<file path="src/rtl/display_arbiter.sv">
// display_arbiter: shares the 2-digit hex display between three requesters
// (0 = CPU output register, 1 = UART monitor, 2 = debug/single-step unit).
// Round-robin ownership with a minimum dwell time per owner. The last shown
// value is held whenever nobody owns the display.
module display_arbiter #(
  parameter int unsigned MIN_HOLD   = 2500000,
  parameter logic [7:0]  IDLE_VALUE = 8'h00
) (
  input  logic       i_clk,
  input  logic       i_reset,
  input  logic [2:0] i_req,
  input  logic [7:0] i_data0,
  input  logic [7:0] i_data1,
  input  logic [7:0] i_data2,
  output logic [2:0] o_grant,
  output logic [1:0] o_owner,
  output logic       o_busy,
  output logic [7:0] o_data
);

  localparam int unsigned     CW       = $clog2(MIN_HOLD + 1);
  localparam logic [CW-1:0]   HOLD_MAX = CW'(MIN_HOLD - 1);

  typedef enum logic [1:0] {
    ST_IDLE   = 2'd0,
    ST_OWN    = 2'd1,
    ST_LINGER = 2'd2
  } state_e;

  state_e        state_q,  state_d;
  logic [2:0]    grant_q,  grant_d;
  logic [1:0]    owner_q,  owner_d;
  logic [1:0]    last_q,   last_d;
  logic [CW-1:0] cnt_q,    cnt_d;
  logic          busy_q,   busy_d;
  logic [7:0]    data_q,   data_d;

  logic [1:0]    winner;
  logic          hold_done;
  logic [CW-1:0] cnt_inc;
  logic          owner_req;
  logic          others_req;
  logic [7:0]    owner_data;

  // Round-robin winner: search last+1, last+2, then last itself.
  always_comb begin
    winner = last_q;
    unique case (last_q)
      2'd0: begin
        if      (i_req[1]) winner = 2'd1;
        else if (i_req[2]) winner = 2'd2;
        else               winner = 2'd0;
      end
      2'd1: begin
        if      (i_req[2]) winner = 2'd2;
        else if (i_req[0]) winner = 2'd0;
        else               winner = 2'd1;
      end
      default: begin
        if      (i_req[0]) winner = 2'd0;
        else if (i_req[1]) winner = 2'd1;
        else               winner = 2'd2;
      end
    endcase
  end

  // Dwell counter status and current-owner request/data selection.
  always_comb begin
    hold_done  = (cnt_q == HOLD_MAX);
    cnt_inc    = hold_done ? cnt_q : cnt_q + CW'(1);
    // In OWN the grant vector is the owner's one-hot, so masking it out
    // leaves only the competing requests.
    others_req = |(i_req & ~grant_q);
    owner_req  = |(i_req & grant_q);
    unique case (owner_q)
      2'd0:    owner_data = i_data0;
      2'd1:    owner_data = i_data1;
      default: owner_data = i_data2;
    endcase
  end

  // Next-state and next-output computation for the ownership FSM.
  always_comb begin
    // NOTE: every signal gets a default first so no path leaves it
    // unassigned; a missing default in always_comb infers a latch.
    state_d = state_q;
    grant_d = grant_q;
    owner_d = owner_q;
    last_d  = last_q;
    cnt_d   = cnt_q;
    busy_d  = busy_q;
    data_d  = data_q;

    unique case (state_q)
      ST_IDLE: begin
        if (|i_req) begin
          state_d = ST_OWN;
          grant_d = 3'b001 << winner;
          owner_d = winner;
          last_d  = winner;
          cnt_d   = '0;
          busy_d  = 1'b1;
        end
      end

      ST_OWN: begin
        // The owner's value is captured on every OWN edge, including the
        // edge that leaves OWN, so the display ends on its final value.
        data_d = owner_data;
        if (hold_done && others_req) begin
          grant_d = 3'b001 << winner;
          owner_d = winner;
          last_d  = winner;
          cnt_d   = '0;
        end else if (!owner_req && !hold_done) begin
          state_d = ST_LINGER;
          grant_d = 3'b000;
          cnt_d   = cnt_inc;
        end else if (!owner_req) begin
          state_d = ST_IDLE;
          grant_d = 3'b000;
          busy_d  = 1'b0;
          cnt_d   = '0;
        end else begin
          cnt_d = cnt_inc;
        end
      end

      ST_LINGER: begin
        if (hold_done) begin
          if (|i_req) begin
            state_d = ST_OWN;
            grant_d = 3'b001 << winner;
            owner_d = winner;
            last_d  = winner;
            cnt_d   = '0;
          end else begin
            state_d = ST_IDLE;
            busy_d  = 1'b0;
            cnt_d   = '0;
          end
        end else begin
          cnt_d = cnt_inc;
        end
      end

      default: begin
        state_d = ST_IDLE;
        grant_d = 3'b000;
        busy_d  = 1'b0;
        cnt_d   = '0;
      end
    endcase
  end

  // State and output registers with synchronous reset.
  always_ff @(posedge i_clk) begin
    // NOTE: registers use non-blocking assignments so all of them update
    // together from the values computed before the edge.
    if (i_reset) begin
      state_q <= ST_IDLE;
      grant_q <= 3'b000;
      owner_q <= 2'd0;
      last_q  <= 2'd2;
      cnt_q   <= '0;
      busy_q  <= 1'b0;
      data_q  <= IDLE_VALUE;
    end else begin
      state_q <= state_d;
      grant_q <= grant_d;
      owner_q <= owner_d;
      last_q  <= last_d;
      cnt_q   <= cnt_d;
      busy_q  <= busy_d;
      data_q  <= data_d;
    end
  end

  assign o_grant = grant_q;
  assign o_owner = owner_q;
  assign o_busy  = busy_q;
  assign o_data  = data_q;

endmodule

</file>
<file path="config.mk">
export PLATFORM = sky130hd
export DESIGN_NAME = display_arbiter
export DESIGN_NICKNAME = d
export VERILOG_FILES = /design/src/rtl/display_arbiter.sv
export SDC_FILE = /design/constraint.sdc
export NUM_CORES = 1
export LEC_CHECK = 0
export BUFFER_PORTS_ARGS = -buffer_cell sky130_fd_sc_hd__buf_4
export CAP_MARGIN = 20
export CORE_UTILIZATION = 45
export CTS_BUF_LIST = sky130_fd_sc_hd__clkbuf_8
export DETAILED_ROUTE_END_ITERATION = 10
export GPL_ROUTABILITY_DRIVEN = 0
export GPL_TIMING_DRIVEN = 0
export PLACE_DENSITY = 0.68
export SYNTH_ARGS = -nofsm -noshare
export SYNTH_HDL_FRONTEND = slang
export SYNTH_SLANG_ARGS = --single-unit
</file>
<file path="constraint.sdc">
create_clock -name i_clk -period 2.65 [get_ports i_clk]
set_input_delay 0.3975 -clock i_clk [delete_from_list [all_inputs] [get_ports i_clk]]
set_output_delay 0.3975 -clock i_clk [all_outputs]
set_load 0.01 [all_outputs]
</file>
==> results.json, run 1 <==
{
  "synth-simple-area-share_pct": 30.57,
  "path_buf_inv": 1,
  "ys_warn_count": 0,
  "p_switching_mw": 0.7945,
  "swShare_pct": 35.23,
  "layout_common_cells": "buf_4, dfxtp_1, nand2_1",
  "via_per_inst": 6.064,
  "grt_pass1_vias": 2380,
  "fin_crit_ps": 2534,
  "grt_pass1_wl_um": 11220,
  "hold_class": "input pin to register",
  "timing.setup.tns_ps": 0,
  "tightest_slew_ps": 744.9,
  "arrival_ps": 2720,
  "wl_per_cell_um": 15.60,
  "initialDrtViolationCount": 175,
  "irDropWorstVdd_mv": 0.3943,
  "grt_max_degree": 14,
  "status": "complete, no violations",
  "setup_viol": 0,
  "max_cap_violations": 0,
  "synth_top_area_share_pct": 30.97,
  "p_comb_share_pct": 39.9,
  "crit_slowest_cell": "a311o_1",
  "criticalPathCategory": "register to register",
  "synth_area_leader_cell": "dfxtp_1",
  "cellLeakagePower_nw": 1.113,
  "totalPowerFinal_mw": 2.255,
  "finalNetCount": 402,
  "crit_path_max_fanout": 10,
  "synthToLayoutAreaGrowth_pct": 22.08,
  "cts-root-buf": "clkbuf_8",
  "cp_top_family": "compound AO/OA/AOI/OAI gates",
  "maxSlewViolCount": 0,
  "die_h_um": 76.85,
  "cts.sinks": 39,
  "crit_path_end_kind": "register",
  "p_int_mw": 1.460,
  "synth_top_family_by_area": "simple AND/OR/NAND/NOR gates",
  "clk_latency_ps": 300,
  "io_pins": 43,
  "critPathMaxStageDelay_ps": 520,
  "power_frac_clock_pct": 27.1,
  "finalCritPeriodShare_pct": 95.62,
  "wl_um": 6834,
  "skew_ps": 6.878,
  "synth-main-ff-cell": "dfxtp_1",
  "synth_area_um2": 2521,
  "drive_above_1_share_pct": 18.48,
  "cp_cell_sequence": "ha_1 > and4_2 > nand4_1 > a311o_1 > clkbuf_1 > a32oi_1 > o31ai_1",
  "numCtsBuffers": 5,
  "syn_inst": 318,
  "worstSetupStartpointType": "register",
  "antenna_found_initial": 0,
  "dpl.hpwl_um": 4978,
  "cp_data_required_time_ps": 2840,
  "async_reset_ff_share_pct": 0,
  "synth_compound_area_share_pct": 20.45,
  "hold_viol": 0,
  "synth.avg_cell_area_um2": 7.928,
  "synth_edf_count": 0,
  "clock_path_buffers": 2,
  "synth_xor_area_share_pct": 0,
  "synthMuxAreaShare_pct": 9.975,
  "die_x_um": 76.85,
  "core_area_um2": 5238,
  "num_rows": 26,
  "grt_overflow": 0,
  "syn_nets": 353,
  "seq_area_frac_synth_pct": 30.97,
  "port_buffers": 41,
  "synthAdderAreaFrac_pct": 2.978,
  "antenna_cells": 0,
  "antenna_left": 0,
  "synth.distinct_cells": 52,
  "yosys-top-cells-area": "dfxtp_1, mux2i_1, a31oi_1, nand2_1, nand3_1",
  "p_per_area_nw_per_um2": 732.6,
  "dieArea_um2": 5906,
  "drc": 0,
  "max_clock_freq_ghz": 0.3947,
  "cts_htree_levels": 2,
  "cts_tree": "done",
  "pwr-share-seq_pct": 33.1,
  "maxSlewHeadroom_pct": 50.15,
  "ff2ff_setup_slack_ps": 120,
  "initial_core_util_pct": 48.14,
  "dr.pass1.iters": 5,
  "cts.clk_slew.worst_paths_ps": 90,
  "final_common_cell": "buf_4",
  "track_usage_pct": 23.65,
  "ys_ff_latch": 39,
  "fill_cells": 491,
  "vias": 2656
}
## stage by stage
stage               std cells  area, um2  hold slack, ps  util (%)  setup slack [ps]
finish                    438       3078           444.6     58.77             116.2
global route              438       3078           452.7     58.77            -10.87
CTS                       437       3058           442.5     58.39             66.57
detailed placement        429       2917           478.5     55.69            -31.44
global placement          429       2917           457.0     55.69             53.93
floorplan                 318       2521           442.3         -             422.2
## worst reg2reg max path, stage by stage, from the launching register on
cell	delay, ps
dfxtp_1	370
ha_1	250
and4_2	310
nand4_1	270
a311o_1	520
clkbuf_1	310
a32oi_1	290
o31ai_1	100
## cell type report
class                           instances  area [um2]  share of cell area (%)
Clock buffer                            5       68.82                   2.236
Multi-Input combinational cell        247        1630                   52.97
Clock inverter                          3       67.56                   2.195
Timing Repair Buffer                   42       315.3                   10.24
Tap cell                               70       87.58                   2.846
Buffer                                 22       90.09                   2.927
Sequential cell                        39       780.7                   25.37
Inverter                               10       37.54                   1.220
## cells in the mapped netlist, drive strengths merged, types with 3 or more instances
cell type and instances:
ha 6, a31oi 22, nor2b 3, nand2 37, o31ai 4, dfxtp 39
nand2b 3, nand4 10, or3 4, o211ai 5, nand3b 7, and4 4
nor4 6, mux2i 24, a32oi 3, o22ai 4, o21ai 13, a21oi 4
o31a 6, inv 9, nor3 10, buf 5, nor2 26, clkbuf 17
nand3 21
## power by group through the flow
stage / Clock [mW] / Combinational (mW) / Sequential [mW]
2_1_floorplan: 0 / 0.592 / 0.775
3_3_place_gp: 0 / 0.879 / 0.756
3_5_place_dp: 0 / 0.895 / 0.756
4_1_cts: 0.621 / 0.898 / 0.746
5_1_grt: 0.647 / 0.995 / 0.760
6_report: 0.610 / 0.899 / 0.746
## kinds of logic after synthesis
group	count (synthesis)
DFF	39
muxes	25
AOI/OAI and AO/OA	73
and+or+nand+nor	143
adders and majority gates	6
buffers and inverters	32
## sequential cells by signal, summed over array words and instances, names as in the netlist
signal / cells
last_q: 2
o_grant: 3
cnt_q: 22
o_busy: 1
o_data: 8
state_q: 2
o_owner: 1
## worst paths after layout
path                    from   endpoint  depth (start not counted)
hold / removal    i_data2[4]  o_data[4]                          5
setup reg to reg    cnt_q[1]  cnt_q[12]                          7
hold reg to reg    o_data[3]  o_data[3]                          2
setup / recovery    cnt_q[1]  cnt_q[12]                          7
## layer usage
layer	global-route usage, %	vias up	wire, um
li1	-	1299	-
met1	29.63	1238	3104
met2	38.30	103	3148
met3	5.833	16	434
met4	10.00	0	146
met5	0	-	0
## timing repair
action                     4_1_cts  5_1_grt
gates resized for setup          1        2
hold buffers                     0        0
setup buffers                    0        1
setup endpoints to repair        6       13
No activity file was read; power rests on OpenSTA's default activity.
==> run 2, diff against run 1 <==
--- a/config.mk
+++ b/config.mk
@@ -7,12 +7,13 @@
 export LEC_CHECK = 0
 export BUFFER_PORTS_ARGS = -buffer_cell sky130_fd_sc_hd__buf_4
 export CAP_MARGIN = 20
-export CORE_UTILIZATION = 45
+export CORE_UTILIZATION = 55
 export CTS_BUF_LIST = sky130_fd_sc_hd__clkbuf_8
 export DETAILED_ROUTE_END_ITERATION = 10
 export GPL_ROUTABILITY_DRIVEN = 0
 export GPL_TIMING_DRIVEN = 0
-export PLACE_DENSITY = 0.68
+export HOLD_SLACK_MARGIN = 0.08
+export PLACE_DENSITY = 0.8
 export SYNTH_ARGS = -nofsm -noshare
 export SYNTH_HDL_FRONTEND = slang
 export SYNTH_SLANG_ARGS = --single-unit
==> constraint.sdc (replaced) <==
create_clock -name i_clk -period 2.65 [get_ports i_clk]
set_input_delay 0.1325 -clock i_clk [delete_from_list [all_inputs] [get_ports i_clk]]
set_output_delay 0.1325 -clock i_clk [all_outputs]
set_load 0.01 [all_outputs]
==> run 2 against run 1 <==
Net effect: die area shrank 18%; global-route usage rose by 5.2 points; utilization up 10 points; fmax grew 1.9%.
==> results.json, run 2 (synthesis gave the netlist of run 1 again) <==
{
  "max_clock_freq_ghz": 0.4020,
  "initialDrtViolationCount": 201,
  "tightest_slew_ps": 708.6,
  "irDropWorstVdd_mv": 0.5199,
  "rsz0062_at_grt": "false",
  "fin_crit_ps": 2488,
  "num_rows": 24,
  "die_h_um": 69.71,
  "hold_end": "o_data[4]",
  "postCtsHoldBufs": 0,
  "io_pins": 43,
  "finalCritPeriodShare_pct": 93.87,
  "largest_reg_flops": 22,
  "setup_viol": 0,
  "die_x_um": 69.71,
  "fin_cells": 420,
  "antenna_left": 0,
  "pre_cts_slack_ps": -5.864,
  "cts.clk_slew.worst_paths_ps": 80,
  "core_area_um2": 4384,
  "grt_pass1_wl_um": 11270,
  "cellLeakagePower_nw": 1.111,
  "reg2regPathDepth": 6,
  "max_flop_register": "cnt_q",
  "track_usage_pct": 28.80,
  "via_per_inst": 6.364,
  "totalPowerFinal_mw": 2.172,
  "ff2ff_setup_slack_ps": 160,
  "numCtsBuffers": 5,
  "status": "complete, no violations",
  "dr.pass1.iters": 6,
  "wl_per_cell_um": 16.39,
  "cts.sinks": 39,
  "utilization_pct": 69.12,
  "cts_tree": "done",
  "synthToLayoutAreaGrowth_pct": 20.20,
  "wl_um": 6884,
  "antenna_found_initial": 0,
  "cts_htree_levels": 2,
  "design_area_um2": 3030,
  "cp_data_required_time_ps": 2830,
  "initial_core_util_pct": 57.51,
  "grt_max_degree": 13,
  "criticalPathCategory": "register to register",
  "layout_common_cells": "buf_4, dfxtp_1, nand2_1",
  "port_buffers": 41,
  "maxSlewHeadroom_pct": 52.76,
  "finalNetCount": 402,
  "cts-root-buf": "clkbuf_8",
  "dieArea_um2": 4859,
  "drc": 0,
  "arrival_ps": 2670,
  "place_area_um2": 2894,
  "grt_overflow": 0,
  "worstSetupStartpointType": "register",
  "hold_class": "input pin to register",
  "crit_path_end_kind": "register",
  "timing.rr.end": "cnt_q[16]",
  "fin_ws_ps": 162.5,
  "maxSlewViolCount": 0,
  "hold-path-cell-count": 5,
  "r2r-start": "cnt_q[18]",
  "clk_latency_ps": 310,
  "grt_pass1_vias": 2494,
  "drive_above_1_share_pct": 18.48,
  "antenna_cells": 0,
  "final_common_cell": "buf_4",
  "skew_ps": 9.179,
  "place_inst": 411,
  "dpl.hpwl_um": 4871,
  "p_per_area_nw_per_um2": 716.7,
  "clock_path_buffers": 2,
  "timing.setup.tns_ps": 0,
  "whs_ps": 179.5,
  "hold_viol": 0,
  "max_cap_violations": 0,
  "crit_path_max_fanout": 10,
  "min-delay-start": "i_data2[4]",
  "vias": 2673
}
[run 2: changes by cell type in the layout (fill, tap and decap cells not counted)]
cell and delta:
nor3_2 +1, bufinv_16 -1, clkbuf_8 +1, clkinvlp_4 -1
nor3_4 -1, clkinv_2 +1
[run 2: area by class of cell]
cell class	instances	area, um2
fill	360	1354
sequential	39	780.7
multi-input combinational	247	1624
clock inverter	2	35.03
tap	52	65.06
inverter	10	37.54
timing repair buffer	42	315.3
buffer	22	90.09
clock buffer	6	82.58
[run 2: where the power goes]
group / leakage [nW] / internal [mW] / switching, mW
combinational: 0.733 / 0.406 / 0.489
sequential: 0.317 / 0.677 / 0.0700
clock: 0.0612 / 0.305 / 0.224
[run 2: routing by layer]
metal	routed length, um	up-vias	GRT usage [%]
met1	2943	1273	35.30
met5	0	-	0
met2	3486	95	49.19
met4	99	0	12.67
met3	355	13	5.233
li1	-	1292	-
[run 2: worst max path at each step]
| stage | startpoint | end | slack, ps | cells past startpoint |
|---|---|---|---|---|
| finish | cnt_q[18] | cnt_q[16] | 160 | 6 |
| global route | cnt_q[1] | cnt_q[16] | 70 | 8 |
| CTS | cnt_q[1] | cnt_q[18] | 90 | 7 |
| detailed placement | state_q[1] | cnt_q[3] | -6 | 8 |
| global placement | state_q[1] | cnt_q[4] | 40 | 8 |
| floorplan | cnt_q[1] | cnt_q[0] | 420 | 7 |
[run 2: what timing repair did]
action	4_1_cts	5_1_grt
setup endpoints to repair	1	11
gates resized for setup	1	1
setup buffers	0	1
[run 2: critical path, cell delays in order (launching register included)]
cell and delay [ps]:
dfxtp_1 500, nor4bb_1 430, nand3_1 320, a311o_1 430, clkbuf_1 300, a32oi_1 280
o31ai_1 90
==> run 3, diff against run 2 <==
--- a/config.mk
+++ b/config.mk
@@ -7,13 +7,16 @@
 export LEC_CHECK = 0
 export BUFFER_PORTS_ARGS = -buffer_cell sky130_fd_sc_hd__buf_4
 export CAP_MARGIN = 20
-export CORE_UTILIZATION = 55
+export CELL_PAD_IN_SITES_DETAIL_PLACEMENT = 1
+export CELL_PAD_IN_SITES_GLOBAL_PLACEMENT = 1
+export CORE_ASPECT_RATIO = 0.9
+export CORE_UTILIZATION = 43
 export CTS_BUF_LIST = sky130_fd_sc_hd__clkbuf_8
 export DETAILED_ROUTE_END_ITERATION = 10
 export GPL_ROUTABILITY_DRIVEN = 0
 export GPL_TIMING_DRIVEN = 0
 export HOLD_SLACK_MARGIN = 0.08
-export PLACE_DENSITY = 0.8
+export PLACE_DENSITY = 0.85
 export SYNTH_ARGS = -nofsm -noshare
 export SYNTH_HDL_FRONTEND = slang
 export SYNTH_SLANG_ARGS = --single-unit
==> run 3 against run 2 <==
Net effect: register-to-register slack got worse by 20 ps; critical endpoint is now cnt_q[12]; highest routed layer unchanged; fmax decreased by 0.70%; critical path type unchanged; sequential power about the same; worst hold slack improved by 3.7 ps; largest power group unchanged; largest cell class unchanged; sequential cell count unchanged.
==> results.json, run 3 (synthesis gave the netlist of run 1 again) <==
{
  "die_x_um": 82.72,
  "arrival_ps": 2690,
  "clock_path_buffers": 2,
  "max_flop_register": "cnt_q",
  "status": "complete, no violations",
  "cts-root-buf": "clkbuf_8",
  "cts_htree_levels": 2,
  "dpl.hpwl_um": 5815,
  "crit_slowest_cell": "dfxtp_1",
  "grt_pass1_wl_um": 12250,
  "fin_crit_ps": 2505,
  "numCtsBuffers": 5,
  "grt_overflow": 0,
  "skew_ps": 6.050,
  "maxSlewViolCount": 0,
  "vias": 2689,
  "num_rows": 26,
  "io_pins": 43,
  "multi_input_area_um2": 1624,
  "irDropWorstVdd_mv": 0.4104,
  "grt_pass1_vias": 2472,
  "utilization_pct": 53.49,
  "seqCellArea_um2": 780.7,
  "cts.sinks": 39,
  "initial_core_util_pct": 44.54,
  "finalNetCount": 403,
  "hold_viol": 0,
  "drc": 0,
  "max_clock_freq_ghz": 0.3992,
  "fin_cells": 439,
  "setup_viol": 0,
  "criticalPathCategory": "register to register",
  "timing.setup.tns_ps": 0,
  "p_per_area_nw_per_um2": 688.6,
  "fin_ws_ps": 145.0,
  "layout_common_cells": "buf_4, dfxtp_1, nand2_1",
  "core_area_um2": 5660,
  "track_usage_pct": 26.28,
  "cts.clk_slew.worst_paths_ps": 80,
  "crit_path_max_fanout": 10,
  "cts_tree": "done",
  "largest_reg_flops": 22,
  "synthToLayoutAreaGrowth_pct": 20.10,
  "path_buf_inv": 1,
  "place_inst": 429,
  "max_cap_violations": 0,
  "tightest_slew_ps": 774.2,
  "grt_max_degree": 13,
  "antenna_cells": 0,
  "hold_class": "input pin to register",
  "finalCritPeriodShare_pct": 94.53,
  "final_common_cell": "buf_4",
  "cp_top_family": "compound AO/OA/AOI/OAI gates",
  "critPathMaxStageDelay_ps": 520,
  "fill_cells": 717,
  "antenna_left": 0,
  "crit_path_end_kind": "register",
  "clk_latency_ps": 300,
  "cp_data_required_time_ps": 2830,
  "port_buffers": 41,
  "antenna_found_initial": 0,
  "maxSlewHeadroom_pct": 48.38,
  "dr.pass1.iters": 4,
  "initialDrtViolationCount": 209,
  "wl_um": 7907,
  "cp_cell_sequence": "nor4bb_1 > nand3_1 > a311o_1 > clkbuf_1 > a32oi_1 > o31ai_1",
  "drive_above_1_share_pct": 18.70,
  "cellLeakagePower_nw": 1.104,
  "via_per_inst": 6.125,
  "worstSetupStartpointType": "register",
  "die_h_um": 74.64,
  "dieArea_um2": 6174,
  "wl_per_cell_um": 18.01,
  "pre_cts_slack_ps": -66.05
}
## run 3: cell count changes in the layout (fill, tap and decap cells not counted), sizes merged
cell	change
buf	+1
bufinv	-1
clkbuf	-1
clkinv	+2
## run 3: final cells by class
class	instances	area share [%]
repair buffers	43	10.66
clock buffers	5	2.273
flip-flops and latches	39	25.79
clock inverters	3	0.4959
well taps	70	2.893
inverters	10	1.240
multi-input cells	247	53.64
plain buffers	22	3.017
## run 3: power by group
part / total [mW] / internal [mW] / switching [mW]
Combinational: 0.937 / 0.411 / 0.526
Clock: 0.402 / 0.180 / 0.222
Sequential: 0.746 / 0.677 / 0.0689
## run 3: timing repair
item                                    in CTS  in global routing
setup buffers                                0                  2
gates resized for setup                      1                  3
endpoints found under the setup margin      17                 20
hold buffers                                 0                  0
## run 3: path summary, 6_finish.rpt
kind,slack [ps],cells after the start,from,to
setup / recovery,140,6,cnt_q[18],cnt_q[12]
hold / removal,180,5,i_data2[3],o_data[3]
setup reg to reg,140,6,cnt_q[18],cnt_q[12]
hold reg to reg,500,2,o_data[5],o_data[5]
## run 3: worst min-delay path, delay by kind of cell
| family | cells | cell delay (ps) |
|---|---|---|
| compound gates | 1 | 60 |
| buf+inv | 1 | 80 |
| mux | 1 | 70 |
| simple gates | 2 | 110 |
## run 3: layer usage
layer,vias to the layer above,share of wire [%],global-route usage [%]
li1,1303,-,-
met4,0,1.2,6.322
met2,84,46,41.07
met5,-,0,0
met3,12,6.2,5.576
met1,1290,47,37.00
## run 3: stage by stage
step | total power, mW | hold WS, ps | cell area, um2
finish | 2.085 | 183.2 | 3028
global route | 2.223 | 209.9 | 3028
CTS | 2.082 | 188.6 | 3005
detailed placement | 1.680 | 489.0 | 2917
global placement | 1.647 | 467.3 | 2917
floorplan | 1.367 | 382.4 | 2521
